File: src/rtl/disk_block_responder_pkg.sv
// Shared constants and FSM encodings for the disk block responder.
package disk_pkg;

    localparam int unsigned SECTOR_BYTES = 512;
    localparam int unsigned SECTOR_LOG2  = 9;

    typedef logic [2:0] state_t;

    localparam state_t ST_IDLE     = 3'd0;
    localparam state_t ST_ACCEPT   = 3'd1;
    localparam state_t ST_RD_FETCH = 3'd2;
    localparam state_t ST_RD_PUT   = 3'd3;
    localparam state_t ST_WR_ADDR  = 3'd4;
    localparam state_t ST_WR_WAIT  = 3'd5;
    localparam state_t ST_WR_STORE = 3'd6;
    localparam state_t ST_DONE     = 3'd7;

endpackage

File: src/rtl/disk_block_responder_if.sv
// Sector request handshake, sector buffer port and backing-store port.
interface disk_block_responder_if
    import disk_pkg::*;
#(
    parameter int unsigned VDNUM  = 3,
    parameter int unsigned MEM_AW = 27
);

    logic [31:0]            sd_lba;
    logic [VDNUM-1:0]       sd_rd;
    logic [VDNUM-1:0]       sd_wr;
    logic                   sd_ack;
    logic [SECTOR_LOG2-1:0] sd_buff_addr;
    logic [7:0]             sd_buff_dout;
    logic                   sd_buff_wr;
    logic [7:0]             sd_buff_din;

    logic [MEM_AW-1:0]      mem_addr;
    logic                   mem_rd;
    logic                   mem_wr;
    logic [7:0]             mem_din;
    logic [7:0]             mem_dout;
    logic                   mem_ready;

    // Environment side: request initiator, sector buffer and memory.
    modport master (
        output sd_lba, sd_rd, sd_wr, sd_buff_din, mem_dout, mem_ready,
        input  sd_ack, sd_buff_addr, sd_buff_dout, sd_buff_wr,
               mem_addr, mem_rd, mem_wr, mem_din
    );

    modport slave (
        input  sd_lba, sd_rd, sd_wr, sd_buff_din, mem_dout, mem_ready,
        output sd_ack, sd_buff_addr, sd_buff_dout, sd_buff_wr,
               mem_addr, mem_rd, mem_wr, mem_din
    );

endinterface

File: src/rtl/disk_block_responder_arbiter.sv
// Fixed-priority pick of the pending drive request: lowest index wins, read before write.
module disk_req_arbiter #(
    parameter int unsigned VDNUM = 3
) (
    input  logic [VDNUM-1:0] rd,
    input  logic [VDNUM-1:0] wr,
    output logic             valid,
    output logic [1:0]       idx,
    output logic             is_wr
);

    always_comb begin
        valid = 1'b0;
        idx   = '0;
        is_wr = 1'b0;
        for (int unsigned i = 0; i < VDNUM; i++) begin
            if (!valid && (rd[i] || wr[i])) begin
                valid = 1'b1;
                idx   = 2'(i);
                is_wr = !rd[i];
            end
        end
    end

endmodule

File: src/rtl/disk_block_responder.sv
// Target side of the sector handshake: moves 512-byte sectors between the
// sector buffer and a byte-wide backing store holding per-drive disk images.
module disk_block_responder
    import disk_pkg::*;
#(
    parameter int unsigned VDNUM  = 3,
    parameter int unsigned MEM_AW = 27
) (
    input  logic                      CLK,
    input  logic                      RESET_N,
    disk_block_responder_if.slave     bus,
    input  logic [VDNUM*MEM_AW-1:0]   img_base,
    input  logic [VDNUM*32-1:0]       img_blocks,
    output logic                      busy,
    output logic [1:0]                drv
);

    state_t                 state;
    logic [SECTOR_LOG2-1:0] n;
    logic                   dir_wr;
    logic                   oor;
    logic [31:0]            lba_q;
    logic [MEM_AW-1:0]      base;
    logic [7:0]             data;

    logic                   req_valid;
    logic [1:0]             req_idx;
    logic                   req_wr;

    logic [MEM_AW-1:0]      sel_base;
    logic [31:0]            sel_blocks;
    logic [MEM_AW-1:0]      lba_off;
    logic                   oor_now;
    logic                   last;

    disk_req_arbiter #(.VDNUM(VDNUM)) u_arb (
        .rd    (bus.sd_rd),
        .wr    (bus.sd_wr),
        .valid (req_valid),
        .idx   (req_idx),
        .is_wr (req_wr)
    );

    always_comb begin
        sel_base   = img_base[32'(drv)*MEM_AW +: MEM_AW];
        sel_blocks = img_blocks[32'(drv)*32 +: 32];
    end

    assign lba_off = MEM_AW'({lba_q, {SECTOR_LOG2{1'b0}}});
    assign oor_now = (lba_q >= sel_blocks);
    assign last    = (n == SECTOR_LOG2'(SECTOR_BYTES - 1));

    assign bus.mem_addr     = base + MEM_AW'(n);
    assign bus.sd_buff_addr = n;
    assign bus.sd_buff_dout = data;
    assign busy             = (state != ST_IDLE);

    // Memory strobes are raised on entry to the access state so a zero-wait
    // memory completes in that state's single cycle.
    always_ff @(posedge CLK or negedge RESET_N) begin
        if (!RESET_N) begin
            state          <= ST_IDLE;
            n              <= '0;
            drv            <= '0;
            dir_wr         <= 1'b0;
            oor            <= 1'b0;
            lba_q          <= '0;
            base           <= '0;
            data           <= '0;
            bus.sd_ack     <= 1'b0;
            bus.sd_buff_wr <= 1'b0;
            bus.mem_rd     <= 1'b0;
            bus.mem_wr     <= 1'b0;
            bus.mem_din    <= '0;
        end else begin
            case (state)
                ST_IDLE: begin
                    if (req_valid) begin
                        drv    <= req_idx;
                        dir_wr <= req_wr;
                        lba_q  <= bus.sd_lba;
                        state  <= ST_ACCEPT;
                    end
                end
                ST_ACCEPT: begin
                    base       <= sel_base + lba_off;
                    oor        <= oor_now;
                    n          <= '0;
                    bus.sd_ack <= 1'b1;
                    if (dir_wr) begin
                        state <= ST_WR_ADDR;
                    end else begin
                        bus.mem_rd <= !oor_now;
                        state      <= ST_RD_FETCH;
                    end
                end
                ST_RD_FETCH: begin
                    if (oor) begin
                        data           <= '0;
                        bus.sd_buff_wr <= 1'b1;
                        state          <= ST_RD_PUT;
                    end else if (bus.mem_rd && bus.mem_ready) begin
                        data           <= bus.mem_dout;
                        bus.mem_rd     <= 1'b0;
                        bus.sd_buff_wr <= 1'b1;
                        state          <= ST_RD_PUT;
                    end
                end
                ST_RD_PUT: begin
                    bus.sd_buff_wr <= 1'b0;
                    if (last) begin
                        bus.sd_ack <= 1'b0;
                        state      <= ST_DONE;
                    end else begin
                        n          <= n + 1'b1;
                        bus.mem_rd <= !oor;
                        state      <= ST_RD_FETCH;
                    end
                end
                ST_WR_ADDR: begin
                    state <= ST_WR_WAIT;
                end
                ST_WR_WAIT: begin
                    bus.mem_din <= bus.sd_buff_din;
                    bus.mem_wr  <= !oor;
                    state       <= ST_WR_STORE;
                end
                ST_WR_STORE: begin
                    if (oor || (bus.mem_wr && bus.mem_ready)) begin
                        bus.mem_wr <= 1'b0;
                        if (last) begin
                            bus.sd_ack <= 1'b0;
                            state      <= ST_DONE;
                        end else begin
                            n     <= n + 1'b1;
                            state <= ST_WR_ADDR;
                        end
                    end
                end
                ST_DONE: begin
                    state <= ST_IDLE;
                end
                default: begin
                    state <= ST_IDLE;
                end
            endcase
        end
    end

endmodule

File: src/flat_wrapper.sv
// flat-port wrapper written by rule: the top's interface ports become plain ports
module disk_block_responder_flat import disk_pkg::*;
#(
    parameter int unsigned VDNUM  = 3,
    parameter int unsigned MEM_AW = 27
)
  (CLK, RESET_N, img_base, img_blocks, busy, drv, bus_sd_lba, bus_sd_rd, bus_sd_wr, bus_sd_buff_din, bus_mem_dout, bus_mem_ready, bus_sd_ack, bus_sd_buff_addr, bus_sd_buff_dout, bus_sd_buff_wr, bus_mem_addr, bus_mem_rd, bus_mem_wr, bus_mem_din);
  disk_block_responder_if #(.VDNUM(VDNUM), .MEM_AW(MEM_AW)) bus_i ();
  input  logic CLK;
  input  logic RESET_N;
  input  logic [VDNUM*MEM_AW-1:0] img_base;
  input  logic [VDNUM*32-1:0] img_blocks;
  output logic busy;
  output logic [1:0] drv;
  input wire logic [$bits(bus_i.sd_lba)-1:0] bus_sd_lba;
  input wire logic [$bits(bus_i.sd_rd)-1:0] bus_sd_rd;
  input wire logic [$bits(bus_i.sd_wr)-1:0] bus_sd_wr;
  input wire logic [$bits(bus_i.sd_buff_din)-1:0] bus_sd_buff_din;
  input wire logic [$bits(bus_i.mem_dout)-1:0] bus_mem_dout;
  input wire logic [$bits(bus_i.mem_ready)-1:0] bus_mem_ready;
  output wire logic [$bits(bus_i.sd_ack)-1:0] bus_sd_ack;
  output wire logic [$bits(bus_i.sd_buff_addr)-1:0] bus_sd_buff_addr;
  output wire logic [$bits(bus_i.sd_buff_dout)-1:0] bus_sd_buff_dout;
  output wire logic [$bits(bus_i.sd_buff_wr)-1:0] bus_sd_buff_wr;
  output wire logic [$bits(bus_i.mem_addr)-1:0] bus_mem_addr;
  output wire logic [$bits(bus_i.mem_rd)-1:0] bus_mem_rd;
  output wire logic [$bits(bus_i.mem_wr)-1:0] bus_mem_wr;
  output wire logic [$bits(bus_i.mem_din)-1:0] bus_mem_din;
  assign bus_i.sd_lba = bus_sd_lba;
  assign bus_i.sd_rd = bus_sd_rd;
  assign bus_i.sd_wr = bus_sd_wr;
  assign bus_i.sd_buff_din = bus_sd_buff_din;
  assign bus_i.mem_dout = bus_mem_dout;
  assign bus_i.mem_ready = bus_mem_ready;
  assign bus_sd_ack = bus_i.sd_ack;
  assign bus_sd_buff_addr = bus_i.sd_buff_addr;
  assign bus_sd_buff_dout = bus_i.sd_buff_dout;
  assign bus_sd_buff_wr = bus_i.sd_buff_wr;
  assign bus_mem_addr = bus_i.mem_addr;
  assign bus_mem_rd = bus_i.mem_rd;
  assign bus_mem_wr = bus_i.mem_wr;
  assign bus_mem_din = bus_i.mem_din;
  disk_block_responder #(.VDNUM(VDNUM), .MEM_AW(MEM_AW)) u_core (.CLK(CLK), .RESET_N(RESET_N), .bus(bus_i), .img_base(img_base), .img_blocks(img_blocks), .busy(busy), .drv(drv));
endmodule
File: config.mk
export PLATFORM = sky130hd
export DESIGN_NAME = disk_block_responder_flat
export DESIGN_NICKNAME = d
export VERILOG_FILES = /design/src/rtl/disk_block_responder_pkg.sv /design/src/rtl/disk_block_responder_if.sv /design/src/rtl/disk_block_responder_arbiter.sv /design/src/rtl/disk_block_responder.sv /design/src/flat_wrapper.sv
export SDC_FILE = /design/constraint.sdc
export NUM_CORES = 1
export LEC_CHECK = 0
export ABC_AREA = 0
export CELL_PAD_IN_SITES_DETAIL_PLACEMENT = 1
export CELL_PAD_IN_SITES_GLOBAL_PLACEMENT = 1
export CORE_MARGIN = 3
export CORE_UTILIZATION = 35
export DETAILED_ROUTE_END_ITERATION = 8
export GPL_ROUTABILITY_DRIVEN = 0
export GPL_TIMING_DRIVEN = 1
export PLACE_DENSITY = 0.92
export REMOVE_ABC_BUFFERS = 1
export SLEW_MARGIN = 20
export SYNTH_ARGS = -nofsm -noshare
export SYNTH_HDL_FRONTEND = slang
export SYNTH_SLANG_ARGS = --single-unit
File: constraint.sdc
create_clock -name CLK -period 8.25 [get_ports CLK]
set_input_delay 1.2375 -clock CLK [delete_from_list [all_inputs] [get_ports CLK]]
set_output_delay 1.2375 -clock CLK [all_outputs]
set_load 0.01 [all_outputs]
==> results.toml <==
[floorplanning]
initial_core_util_pct = 35.8
design.die.area_um2 = 22600
die_w_um = 150
rows = 52
core-area_um2 = 20400
die_h_um = 150
io_pins = 293

[final_layout]
multi_input_area_um2 = 4700
drive_gt1_share_pct = 8.50
nNetsFinal = 1361
areaGrowthSynthToFinish_pct = 47.1
fin_area_um2 = 10700
fillers = 2307
n_antenna_cell = 0
regArea_um2 = 2380

[synthesis]
postSynthCellCount = 796
synth_top_area_share_pct = 32.6
async_reset_ff_share_pct = 100
syn_area_um2 = 7300
avgSynthCellArea_um2 = 9.17
synth_mux_area_share_pct = 14.8
yosys.area_share.simple_pct = 14.9
synth-edff-count = 0
synth_compound_area_share_pct = 18.9
yosysUniqueCellTypes = 64
synth_fa_ha_area_share_pct = 10.8
ys_seq_elements = 95
synth.top_cells.by_area = "dfrtp_1, ha_1, mux2i_1"
yosysTopAreaCell = "dfrtp_1"
ys_warn_count = 0
synth-xor-area-share_pct = 4.80
synth.most_common_cell = "dfrtp_1"
yosys-top-cells-count = "dfrtp_1, a21oi_1, nor2_1"
synth_top_family_by_area = "compound AO/OA/AOI/OAI gates"
yosysSeqAreaShare_pct = 32.6
synth_flop_cell = "dfrtp_1"

[sta]
finalHoldViolations = 0
clock_skew_ns = 0.0105
fmax_ghz = 0.212
final.min_clock_period_ns = 4.72
slew_headroom_pct = 39.9
tightest_slew_ns = 0.901
fin_setup_tns_ns = 0
period_share_pct = 57.2
slew_violations = 0
setup_viol = 0
rsz0062_at_grt = "no"

[global_route]
grt_pass1_vias = 7746
globalRouteMet2Util_pct = 40.3
grt_util_met1_pct = 27.1
grtUsageTotal_pct = 22.3
grt_max_degree = 66
grt_overflow = 0
use_met3_pct = 3.01
antenna_found_initial = 0
grt-busiest-layer = "met2"
grt_pass1_wl_um = 40200

[clock_tree]
htreeDepth = 3
clock-root-buffer = "clkbuf_16"
postCtsHoldBufs = 0
clkTransAtPathRegs_ns = 0.08
cts_buffers = 9
clk_latency_ns = 0.35
cts_sinks = 95
cts_setup_buffers = 0
clock_path_buffers = 2
cts_tree = "yes"
ctsResizeCount = 0

[power_and_ir_drop]
power_density_nw_per_um2 = 115
vdd_drop_max_uv = 87.4
p_leak_uw = 0.00443

[detailed_routing]
routedWlPerCell_um = 19.3
first_iter_violations = 199
antenna_left = 0
drcViolationCount = 0
wirelength_um = 25900
drtPass1Iterations = 4
vias = 7164
viasPerCell = 5.35

[job]
drv_cap = 0

[setup_path]
cp-end-kind = "output pin"
cp-start-kind = "flip-flop"
required_ns = 7.01
r2r_start = "u_core.drv[0]"
r2r_end = "u_core.base[26]"
cp.arrival_ns = 3.48
criticalPathCategory = "flip-flop to output pin"
r2r_slack_ns = 4.01
worstRegToRegCells = 12
path_max_fanout = 9

[worst_hold_path]
hold_end = "u_core.base[6]"
hold_path.startpoint = "u_core.base[6]"
min_path_type = "flip-flop to flip-flop"
holdPathStages = 2

[outcome]
status = "finished, final reports clean"

[placement]
hpwlAfterDp_um = 21100
portBuffers = 292
placed_area_um2 = 10400
[critical path, cell delays in order, from the launching register on]
cell and delay [ns]:
dfrtp_1 0.46, ha_1 0.23, inv_1 0.07, fa_1 0.44, nor2b_4 0.14, o31a_1 0.19
o41a_1 0.18, a41o_1 0.52, nand4_2 0.18, xnor2_1 0.18, clkdlybuf4s50_1 0.55
[layout by cell type, fill, tap and decap left out, types with 10 or more instances in the layout]
master           synthesis  layout
a21o_1                  10      10
a21oi_1                 82      82
a22o_1                  11      11
clkdlybuf4s50_1          0     291
dfrtp_1                 95      93
ha_1                    60      60
inv_1                   12      12
mux2_2                  42      42
mux2i_1                 61      61
nand2_1                 76      76
nand3_1                 14      14
nand4_1                 10      10
nor2_1                  77      77
o21ai_0                 60      60
xnor2_1                 23      23
xor2_1                  17      17
[registers in the layout, indices dropped and copies added, names as in the netlist]
register / cells
u_core.drv: 2
u_core.bus.sd_buff_addr: 9
u_core.bus.mem_rd: 1
u_core.oor: 1
u_core.bus.sd_buff_dout: 8
u_core.base: 27
u_core.bus.sd_buff_wr: 1
u_core.lba_q: 32
u_core.bus.sd_ack: 1
u_core.dir_wr: 1
u_core.state: 3
u_core.bus.mem_wr: 1
u_core.bus.mem_din: 8
[layout make-up]
| type | count | share of cell area (%) |
|---|---|---|
| timing repair buffer | 298 | 27.8 |
| sequential | 95 | 22.2 |
| inverter | 12 | 0.419 |
| tap | 270 | 3.15 |
| clock inverter | 7 | 0.571 |
| multi-input combinational | 649 | 43.8 |
| clock buffer | 9 | 2.10 |
[cell families after synthesis]
family,after synthesis
AND/OR/NAND/NOR,226
AO/OA/AOI/OAI,218
multiplexers,103
flip-flops,95
adder cells (fa/ha/maj),62
buffers and inverters,52
XOR/XNOR,40
[per-stage QoR]
| step | util [%] | hold WS, ns | worst slack (ns) | power [uW] | std cells |
|---|---|---|---|---|---|
| finish | 52.7 | 0.494 | 3.53 | 1240 | 1340 |
| global route | 52.7 | 0.521 | 3.28 | 1300 | 1340 |
| CTS | 52.6 | 0.502 | 3.48 | 1250 | 1339 |
| detailed placement | 51.2 | 0.485 | 3.87 | 831 | 1323 |
| global placement | 51.2 | 0.467 | 3.99 | 814 | 1323 |
| floorplan | - | 0.454 | 2.48 | 646 | 756 |
[routing by layer]
metal / share of wire, % / wire (um) / vias up
li1: - / - / 3439
met1: 42 / 10800 / 3510
met2: 52 / 13500 / 174
met3: 3.7 / 967 / 41
met4: 2.4 / 627 / 0
met5: 0 / 0 / -
[worst max path at each step]
stage	startpoint	end	slack [ns]
finish	u_core.bus.sd_buff_addr[0]	bus_mem_addr[26]	3.53
global route	u_core.bus.sd_buff_addr[0]	bus_mem_addr[26]	3.28
CTS	u_core.bus.sd_buff_addr[0]	bus_mem_addr[26]	3.48
detailed placement	u_core.bus.sd_buff_addr[0]	bus_mem_addr[26]	3.87
global placement	u_core.bus.sd_buff_addr[0]	bus_mem_addr[26]	3.99
floorplan	u_core.drv[1]	u_core.base[23]	2.48
[where the power goes]
group	switching [uW]	leakage (uW)	total (uW)	internal (uW)
Combinational	148	0.00322	333	184
Sequential	12.1	0.00107	489	477
Clock	204	0.000141	416	212
Total	365	0.00443	1240	873
Note: power is estimated with default switching activity, not from simulation.
